File: src/rtl/ram_arbiter.sv
// ram_arbiter: shares the single-port main RAM between instruction fetch and
// load/store. Round-robin arbitration, WAIT_CYCLES extra access cycles, one
// access in flight at a time, and a one-cycle response pulse per accepted
// request. This block is the only driver of the RAM control/address/data pins.
module ram_arbiter #(
    parameter int DATA_W      = 32,
    parameter int WAIT_CYCLES = 1
) (
    input  logic              clk,
    input  logic              reset,
    input  logic              if_req_valid,
    input  logic [DATA_W-1:0] if_req_addr,
    output logic              if_req_ready,
    output logic              if_resp_valid,
    output logic [DATA_W-1:0] if_resp_data,
    input  logic              d_req_valid,
    input  logic              d_req_write,
    input  logic [DATA_W-1:0] d_req_addr,
    input  logic [DATA_W-1:0] d_req_wdata,
    output logic              d_req_ready,
    output logic              d_resp_valid,
    output logic [DATA_W-1:0] d_resp_data,
    output logic              d_resp_err,
    output logic              ram_write_enable,
    output logic              ram_read_enable,
    output logic [DATA_W-1:0] ram_mem_addr,
    output logic [DATA_W-1:0] ram_mem_data,
    input  logic [DATA_W-1:0] ram_mem_output_data
);

    typedef enum logic [1:0] {
        ST_IDLE   = 2'd0,
        ST_ACCESS = 2'd1,
        ST_RESP   = 2'd2
    } state_t;

    localparam logic [3:0] WAIT_INIT = 4'(WAIT_CYCLES);

    state_t              state_r;
    logic                own_data_r;   // 1: data port owns the access, 0: fetch
    logic                last_data_r;  // 1: most recent grant went to data
    logic                wr_r;
    logic [DATA_W-1:2]   addr_r;       // word address; byte offset never reaches RAM
    logic [DATA_W-1:0]   wdata_r;
    logic [3:0]          cnt_r;

    logic                grant_if_s;
    logic                grant_d_s;
    logic                lsb_unused_s;

    // Fetch byte offset is ignored; fold it into a sink so it is visibly unused.
    assign lsb_unused_s = ^if_req_addr[1:0];

    // Round-robin winner selection, only while idle and out of reset.
    always_comb begin
        grant_if_s = 1'b0;
        grant_d_s  = 1'b0;
        if (reset && (state_r == ST_IDLE)) begin
            if (if_req_valid && (!d_req_valid || last_data_r)) begin
                grant_if_s = 1'b1;
            end else if (d_req_valid) begin
                grant_d_s = 1'b1;
            end else begin
                grant_if_s = 1'b0;
                grant_d_s  = 1'b0;
            end
        end else begin
            grant_if_s = 1'b0;
            grant_d_s  = 1'b0;
        end
    end

    assign if_req_ready = grant_if_s;
    assign d_req_ready  = grant_d_s;

    // RAM pins decoded from registered state only; all zero outside ACCESS,
    // so an asynchronous reset removes any write strobe immediately.
    always_comb begin
        ram_write_enable = 1'b0;
        ram_read_enable  = 1'b0;
        ram_mem_addr     = '0;
        ram_mem_data     = '0;
        if (state_r == ST_ACCESS) begin
            ram_mem_addr = {addr_r, 2'b00};
            if (wr_r) begin
                ram_mem_data     = wdata_r;
                ram_write_enable = (cnt_r == 4'd0);
            end else begin
                ram_read_enable = 1'b1;
            end
        end else begin
            ram_mem_addr = '0;
        end
    end

    // Access FSM: latch request, count wait states, capture and pulse response.
    always_ff @(posedge clk or negedge reset) begin
        if (!reset) begin
            state_r       <= ST_IDLE;
            own_data_r    <= 1'b0;
            last_data_r   <= 1'b1;
            wr_r          <= 1'b0;
            addr_r        <= '0;
            wdata_r       <= '0;
            cnt_r         <= 4'd0;
            if_resp_valid <= 1'b0;
            if_resp_data  <= '0;
            d_resp_valid  <= 1'b0;
            d_resp_data   <= '0;
            d_resp_err    <= 1'b0;
        end else begin
            if_resp_valid <= 1'b0;
            d_resp_valid  <= 1'b0;
            case (state_r)
                ST_IDLE: begin
                    if (grant_if_s) begin
                        own_data_r  <= 1'b0;
                        last_data_r <= 1'b0;
                        wr_r        <= 1'b0;
                        addr_r      <= if_req_addr[DATA_W-1:2];
                        wdata_r     <= '0;
                        cnt_r       <= WAIT_INIT;
                        state_r     <= ST_ACCESS;
                    end else if (grant_d_s) begin
                        own_data_r  <= 1'b1;
                        last_data_r <= 1'b1;
                        wr_r        <= d_req_write;
                        addr_r      <= d_req_addr[DATA_W-1:2];
                        wdata_r     <= d_req_wdata;
                        cnt_r       <= WAIT_INIT;
                        if (d_req_addr[1:0] != 2'b00) begin
                            // Misaligned: answer with an error, never touch RAM.
                            d_resp_valid <= 1'b1;
                            d_resp_data  <= '0;
                            d_resp_err   <= 1'b1;
                            state_r      <= ST_RESP;
                        end else begin
                            state_r <= ST_ACCESS;
                        end
                    end else begin
                        state_r <= ST_IDLE;
                    end
                end
                ST_ACCESS: begin
                    if (cnt_r == 4'd0) begin
                        state_r <= ST_RESP;
                        if (own_data_r) begin
                            d_resp_valid <= 1'b1;
                            d_resp_err   <= 1'b0;
                            d_resp_data  <= wr_r ? '0 : ram_mem_output_data;
                        end else begin
                            if_resp_valid <= 1'b1;
                            if_resp_data  <= ram_mem_output_data;
                        end
                    end else begin
                        cnt_r <= cnt_r - 4'd1;
                    end
                end
                ST_RESP: begin
                    state_r <= ST_IDLE;
                end
                default: begin
                    state_r <= ST_IDLE;
                end
            endcase
        end
    end

endmodule

File: config.mk
export PLATFORM = sky130hd
export DESIGN_NAME = ram_arbiter
export DESIGN_NICKNAME = d
export VERILOG_FILES = /design/src/rtl/ram_arbiter.sv
export SDC_FILE = /design/constraint.sdc
export NUM_CORES = 1
export LEC_CHECK = 0
export ABC_CLOCK_PERIOD_IN_PS = 2100
export CAP_MARGIN = 30
export CORE_MARGIN = 2
export CORE_UTILIZATION = 38
export DETAILED_ROUTE_END_ITERATION = 8
export GPL_ROUTABILITY_DRIVEN = 1
export PLACE_DENSITY = 0.83
export SLEW_MARGIN = 20
export SYNTH_ARGS = -nofsm -noshare
export SYNTH_HDL_FRONTEND = slang
export SYNTH_SLANG_ARGS = --single-unit
File: constraint.sdc
create_clock -name clk -period 2.1 [get_ports clk]
set_input_delay 0.42 -clock clk [delete_from_list [all_inputs] [get_ports clk]]
set_output_delay 0.42 -clock clk [all_outputs]
set_load 0.02 [all_outputs]
# Yosys cells after proc, flatten, opt, wreduce, memory -nomap -nowiden

Index checks and enable logic that the tools add are counted.

Register bits: 138
Output and inout port bits: 135
Logic and storage cells: 86

$add $sub $neg: 1
Equality and inequality tests: 8
Multiplexer cells: 51
Bitwise logic cells: 1
Reduce and logical (&&, ||, !) cells: 13

Operators by type and width:

| kind                                                                  | count |
|---|---|
| 32-bit two-way mux                                                    | 11 |
| 32-bit one-hot mux with 2 select lines                                | 1 |
| 30-bit two-way mux                                                    | 2 |
| 1-bit two-way mux                                                     | 26 |
| 4-bit two-way mux                                                     | 3 |
| 2-bit two-way mux                                                     | 4 |
| 2-bit != test, second input constant                                  | 4 |
| 4-bit one-hot mux with 2 select lines                                 | 1 |
| 3-bit AND reduction                                                   | 2 |
| 6-bit AND reduction                                                   | 1 |
| 2-bit nonzero test                                                    | 3 |
| 4-bit logical NOT                                                     | 1 |
| 2-bit by 1-bit != test with 1-bit output, second input constant       | 2 |
| 1-bit one-hot mux with 2 select lines                                 | 2 |
| 2-bit one-hot mux with 2 select lines                                 | 1 |
| 4-bit by 1-bit subtractor with 4-bit output, second input constant    | 1 |
| 3-bit != test, second input constant                                  | 1 |
| 2-bit by 1-bit equality test with 1-bit output, second input constant | 1 |
| 1-bit logical AND                                                     | 2 |
| 2-bit logical NOT                                                     | 1 |
| 2-bit AND reduction                                                   | 1 |
| 1-bit logical NOT                                                     | 1 |
| 1-bit logical OR                                                      | 1 |
| 1-bit NOT                                                             | 1 |

# Longest topological paths before layout

Gate-level depths: netlist of run 1.

Depth in word-level cells: 8
Depth in mapped cells: 8
Depth with buffers taken out: 6

# Least setup slack after synthesis of run 1

Ideal clock, no wire load.

Path type: flip-flop to flip-flop
From: register cnt_r[0]
To: register if_resp_data[0]
Arrival time: 1.912 ns
Required time: 1.975 ns
Setup slack: 0.063 ns
Cell stages (with the launch flop): 9
Buffers on the path: 2
Cell sequence: dfrtp_1 inv_1 ha_1 or3b_1 buf_2 or2_4 nor2_8 buf_8 mux2_2

Word-level cells in the longest chain between the ends: 2

Ends and longest elaborated chain:

| what                                 | line | RTL |
|---|---|---|
| start: declaration                   | 45   | `logic [3:0] cnt_r;` |
| start signal: assignment             | 156  | `cnt_r <= cnt_r - 4'd1;` |
| 4-bit logical NOT                    | 145  | `if (cnt_r == 4'd0) begin` |
| 3-bit AND reduction (no source line) | n/a  |  |
| end signal: assignment               | 153  | `if_resp_data <= ram_mem_output_data;` |
| end: declaration                     | 15   | `output logic [DATA_W-1:0] if_resp_data,` |

No other way between the ends.
A chain may end at the register's enable or synchronous reset.

# Worst setup path after layout of run 1

From: register cnt_r[0]
To: register if_resp_data[20]

Same word-level chain as after synthesis.

==> out/qor.txt, run 1 <==
WP data arrival -> 2460 ps
ranking of synthesized cells by area -> dfrtp_1, nand2_1, mux2i_1
initial antenna violation count -> 0
antenna cells -> 0
crit end category -> flop
PnR worst setup slack -> -70.5 ps
I/O pins -> 268
Final Max Tran Viols -> 0
Final min period -> 2170 ps
Final Setup Violations -> 32
Distinct cells, synth -> 35
syn_area_per_cell -> 10.8 µm²
Worst-path clk slew -> 60 ps
Starting Density -> 38.6%
vias after detailed routing -> 5344
commonest cells in the netlist -> dfrtp_1, nand2_1, nor2_1
final hold vios -> 0
largest net degree at the start of global routing -> 77
hpwl dp -> 12.4 mm
Tightest Pin Transition -> 580 ps
switching pwr -> 5.38 mW
Simple-Gate Fraction of Synth Area -> 16.6%
crit path max fanout -> 8
Die Y -> 131 µm
Int Power -> 9.12 mW
Worst slew margin -> 61.3%
ratio of cells with drive above 1 in the final layout -> 23.5%
number of synthesized flops with an enable pin -> 0
Logic pwr share -> 47.7%
worst endpoint required time -> 2390 ps
cell area after synthesis -> 6110 µm²
# DRC -> 0
fin nets -> 999
RSZ-0062 raised after global routing -> yes
Peak VDD IR -> 0.691 mV
total wire length -> 18.3 mm
Finished Core Util -> 62.2%
worst slack, placed -> -235 ps
top-count cell post-synth -> dfrtp_1
die width -> 131 µm
Post-Synthesis Cells -> 568
Core ar. -> 15800 µm²
GRT Util Overall -> 20.4%
crit-path cells -> inv_2 > ha_4 > or3b_4 > buf_6 > or2_4 > nor2_8 > buf_8 > mux2_4
Pleak -> 4.84 nW
Initial DRT Pass Iterations -> 4
largest family of logic cells by synthesized area -> simple AND/OR/NAND/NOR gates
biggest area consumer among synthesized cells -> dfrtp_1
Clk Latency, worst-skew pair -> 410 ps
Max Clk Rate -> 461 MHz
post-synthesis xor/xnor area fraction -> 0.143%
CTS sink cnt -> 138
Root Driver -> clkbuf_16
total gr overflow -> 0
status -> complete, but fails checks
hold slack -> 96.2 ps
Startpoint Class -> flop
IO Port Bufs -> 263
vias in the first global route -> 5263
Power, Total -> 14.5 mW
Post-Synth Adder-Cell Area -> 0.409%
WP buf/inv -> 3
first-pass GRT wire length -> 27.1 mm
critical path's slowest cell -> dfrtp_1
Synth top area share -> 56.1%
Setup TNS Final -> -1670 ps
cell family with most CP delay -> simple AND/OR/NAND/NOR gates
number of max-cap violations -> 0
post-route cell area -> 9840 µm²
Compound-Gate Fraction of Synth Area -> 8.53%
slowest stage delay, CP -> 390 ps
sw frac -> 37.1%
clock skew -> 14.2 ps
mux share of post-synthesis cell area -> 11.9%
WL per Instance -> 16.7 µm
CTS tree -> done
DP Area -> 9130 µm²
DRT iter0 DRCs -> 332
number of routed nets with antenna violations -> 0
RePlAce Congestion -> 0.799
Yosys reg bits -> 138
hold buffers post-CTS -> 0
Total Die Area -> 17100 µm²
failing checks -> negative setup slack
min-delay worst type -> input pin to asynchronous set/reset pin
Non-Filler Instances -> 1092
sequential-to-total area share from yosys stat -> 56.5%
Async SR Flop Fraction -> 100%
CTS Buf Count -> 17
power density cells -> 1470 nW/µm²
area grow syn2layout -> 60.9%
maximum root-to-sink buffer count -> 2
synth warn -> 0
dpl cells -> 1040
Top FF cell, synth -> dfrtp_1
Rows -> 46
Flop pwr share -> 32.4%
Vias/cell -> 4.89
crit path kind -> flop to flop
CTS HTree Levels -> 4
clock share of power -> 19.9%
period utilisation layout -> 103%
layout by cell type, fill, tap and decap left out, types with 3 or more instances in the layout:
cell,Yosys,layout
inv_2,0,3
nor2_1,39,38
and2_1,30,30
a31oi_1,30,30
buf_6,0,8
dfrtp_1,137,136
clkdlybuf4s50_1,0,196
and3_1,32,30
clkbuf_16,0,18
buf_12,1,4
buf_4,5,61
inv_1,37,34
nand2_1,98,98
mux2i_1,32,32
clkinvlp_4,0,4
mux2_4,9,32
clkinv_4,0,3
a22o_1,33,33
buf_2,6,43
power by group through the flow:
stage	clock network, mW	registers [mW]	logic (mW)
global placement	0	4.63	6.39
finish	2.89	4.69	6.92
CTS	2.95	4.67	6.61
global route	3.05	4.84	7.41
detailed placement	0	4.69	6.54
floorplan	0	5.27	2.85
worst paths after layout:
kind | slack, ps | end | start | cells past startpoint
max | -70 | if_resp_data[20] | cnt_r[0] | 8
max reg2reg | -70 | if_resp_data[20] | cnt_r[0] | 8
min in group clk | 490 | wdata_r[21] | wdata_r[21] | 1
min | 100 | cnt_r[0] | reset | 3
min reg2reg | 490 | wdata_r[21] | wdata_r[21] | 1
max in group asynchronous | 950 | addr_r[31] | reset | 4
sequential cells by signal (all words and copies together) (netlist names):
signal and count:
d_resp_err 1, state_r 2, wdata_r 32, d_resp_valid 1
if_resp_valid 1, wr_r 1, cnt_r 4, d_resp_data 32
addr_r 30, last_data_r 1, own_data_r 1, if_resp_data 32
worst min-delay path: stages:
cell and delay [ps]:
buf_6 100, buf_4 100, buf_4 270
cell families after synthesis:
| family | after synthesis |
|---|---|
| AOI/OAI and AO/OA | 69 |
| xor gates and xnor gates | 1 |
| adders and majority gates | 2 |
| buffers and inverters | 78 |
| DFF | 138 |
| muxes | 65 |
| other | 1 |
| and+or+nand+nor | 214 |
per-layer routing:
layer,wire [µm],GRT usage (%)
met5,0,0
met4,336,8.14
met3,1360,5.70
met2,9050,33.9
met1,7520,25.4
what timing repair did:
item,CTS,global route
resized for setup,276,62
gates cloned,1,1
setup endpoints to repair,98,92
pin swaps,0,2
buffers inserted,13,6
endpoints found under the hold margin,0,0
layout make-up:
| cell class | instances | area [µm²] |
|---|---|---|
| fill | 1285 | 5990 |
| sequential | 138 | 3460 |
| timing repair buffer | 317 | 2920 |
| multi-input combinational | 353 | 2490 |
| clock buffer | 20 | 457 |
| tap | 216 | 270 |
| inverter | 37 | 139 |
| clock inverter | 11 | 115 |
(Power assumes the default switching activity.)
==> run 2, diff against run 1 <==
--- a/config.mk
+++ b/config.mk
@@ -5,7 +5,7 @@
 export SDC_FILE = /design/constraint.sdc
 export NUM_CORES = 1
 export LEC_CHECK = 0
-export ABC_CLOCK_PERIOD_IN_PS = 2100
+export ABC_CLOCK_PERIOD_IN_PS = 1800
 export CAP_MARGIN = 30
 export CORE_MARGIN = 2
 export CORE_UTILIZATION = 38
==> constraint.sdc (replaced) <==
create_clock -name clk -period 1.8 [get_ports clk]
set_input_delay 0.36 -clock clk [delete_from_list [all_inputs] [get_ports clk]]
set_output_delay 0.36 -clock clk [all_outputs]
set_load 0.02 [all_outputs]
==> run 2 against run 1 <==
  * Critical endpoint is now if_resp_data[4]
  * Critical path depth is 1 lower
  * Global-route usage grew 2.3 points
  * Non-clock buffer count is 12 higher
  * Critical path type unchanged
  * Clock power grew 13%
  * Cell area grew 8.7%
  * The flow still finishes with violations (negative setup slack)
  * Sequential cell count unchanged
  * Sequential power rose by 19%
  * Die area unchanged
==> out/qor.txt, run 2 (synthesis gave the netlist of run 1 again) <==
status -> complete, but fails checks
failing checks -> negative setup slack
initial antenna violation count -> 0
Root Driver -> clkbuf_16
Rows -> 46
DRT iter0 DRCs -> 339
crit path max fanout -> 17
fin nets -> 1011
CTS sink cnt -> 138
Worst-path clk slew -> 60 ps
power density cells -> 1730 nW/µm²
number of max-cap violations -> 0
Filler Cell Count -> 1144
CTS HTree Levels -> 4
number of routed nets with antenna violations -> 0
antenna cells -> 0
RSZ-0062 raised after global routing -> yes
final hold vios -> 0
crit end category -> flop
Worst slew margin -> 49.3%
CTS Buf Count -> 17
R2R depth -> 7
Pleak -> 5.14 nW
Vias/cell -> 5.00
ratio of cells with drive above 1 in the final layout -> 31.4%
total gr overflow -> 0
total wire length -> 20.6 mm
area grow syn2layout -> 75.0%
# DRC -> 0
Starting Density -> 38.6%
commonest non-fill, non-tap cell in the layout -> clkdlybuf4s50_1
r2r setup slk -> -240 ps
Tightest Pin Transition -> 761 ps
Max Clk Rate -> 491 MHz
period utilisation layout -> 113%
Power, Total -> 18.5 mW
worst slack, placed -> -477 ps
Final Setup Violations -> 129
first-pass GRT wire length -> 29.4 mm
PnR worst setup slack -> -236 ps
largest net degree at the start of global routing -> 66
hold buffers post-CTS -> 0
Finished Core Util -> 67.6%
Largest regs -> d_resp_data (32), if_resp_data (32), wdata_r (32)
R2R Path End -> if_resp_data[4]
Clk Latency, worst-skew pair -> 410 ps
clock skew -> 7.46 ps
Non-Filler Instances -> 1105
Final Max Tran Viols -> 0
vias in the first global route -> 5540
GRT Util Overall -> 22.7%
IO Port Bufs -> 263
Final min period -> 2040 ps
DP Area -> 9170 µm²
RePlAce Congestion -> 0.800
Core ar. -> 15800 µm²
I/O pins -> 268
crit path kind -> flop to flop
post-route cell area -> 10700 µm²
worst endpoint required time -> 2100 ps
reg2reg start -> cnt_r[0]
hpwl dp -> 12.4 mm
min-delay worst type -> input pin to asynchronous set/reset pin
Die Y -> 131 µm
Startpoint Class -> flop
Peak VDD IR -> 0.904 mV
WP data arrival -> 2330 ps
maximum root-to-sink buffer count -> 2
Initial DRT Pass Iterations -> 4
die width -> 131 µm
WL per Instance -> 18.6 µm
dpl cells -> 1041
CTS tree -> done
Total Die Area -> 17100 µm²
most frequent cells in the layout -> clkdlybuf4s50_1, dfrtp_1, nand2_1
vias after detailed routing -> 5522
[run 2: cell types whose count changed in the layout (fill, tap and decap cells not counted), sizes merged]
| cell | change |
|---|---|
| clkinvlp | +2 |
| clkbuf | +3 |
| inv | -1 |
| bufinv | -1 |
| buf | +9 |
| dlymetal6s2s | +10 |
| clkdlybuf4s50 | -10 |
| clkinv | +1 |
[run 2: layout make-up]
cell class,count,area [µm²],area share [%]
Timing Repair Buffer,329,3620,33.8
Sequential cell,138,3460,32.3
Tap cell,216,270,2.53
Inverter,37,139,1.30
Clock inverter,12,92.6,0.866
Multi-Input combinational cell,353,2650,24.8
Clock buffer,20,467,4.36
[run 2: per-layer routing]
metal | vias to the layer above | track usage [%] | wire length (µm)
li1 | 2527 | - | -
met1 | 2706 | 25.8 | 7850
met2 | 249 | 40.2 | 10700
met3 | 40 | 6.96 | 1620
met4 | 0 | 8.45 | 441
met5 | - | 0 | 0
[run 2: timing repair]
item,4_1_cts,5_1_grt
pin swaps,18,19
endpoints found under the setup margin,185,150
gates cloned,7,4
gates resized for setup,463,58
buffers inserted,21,3
[run 2: metrics by stage]
step	setup TNS, ps	hold WS, ps
finish	-22360	63.5
global route	-29330	94.7
CTS	-20640	52.8
detailed placement	-49770	475
global placement	-46200	474
floorplan	-6340	64.4
[run 2: worst max path at each step]
stage | start | to | slack, ps | depth (start not counted)
final | cnt_r[0] | if_resp_data[4] | -240 | 7
after global routing | cnt_r[0] | if_resp_data[3] | -290 | 7
after CTS | cnt_r[0] | if_resp_data[1] | -220 | 7
after detailed placement | d_req_valid | addr_r[25] | -480 | 7
after global placement | d_req_valid | d_req_ready | -370 | 5
after floorplan | cnt_r[0] | if_resp_data[0] | -220 | 8
[run 2: worst max-delay path: stages, from the launching register on]
cell     delay (ps)
dfrtp_1         380
inv_2            60
ha_1            120
or3b_4          410
or2_4           280
nor2_8          120
buf_12          190
mux2_2          340
[run 2: report_power, final]
part,internal (mW),total [mW],switching [mW]
clock,1.88,3.27,1.39
sequential,4.62,5.58,0.958
combinational,5.18,9.64,4.46
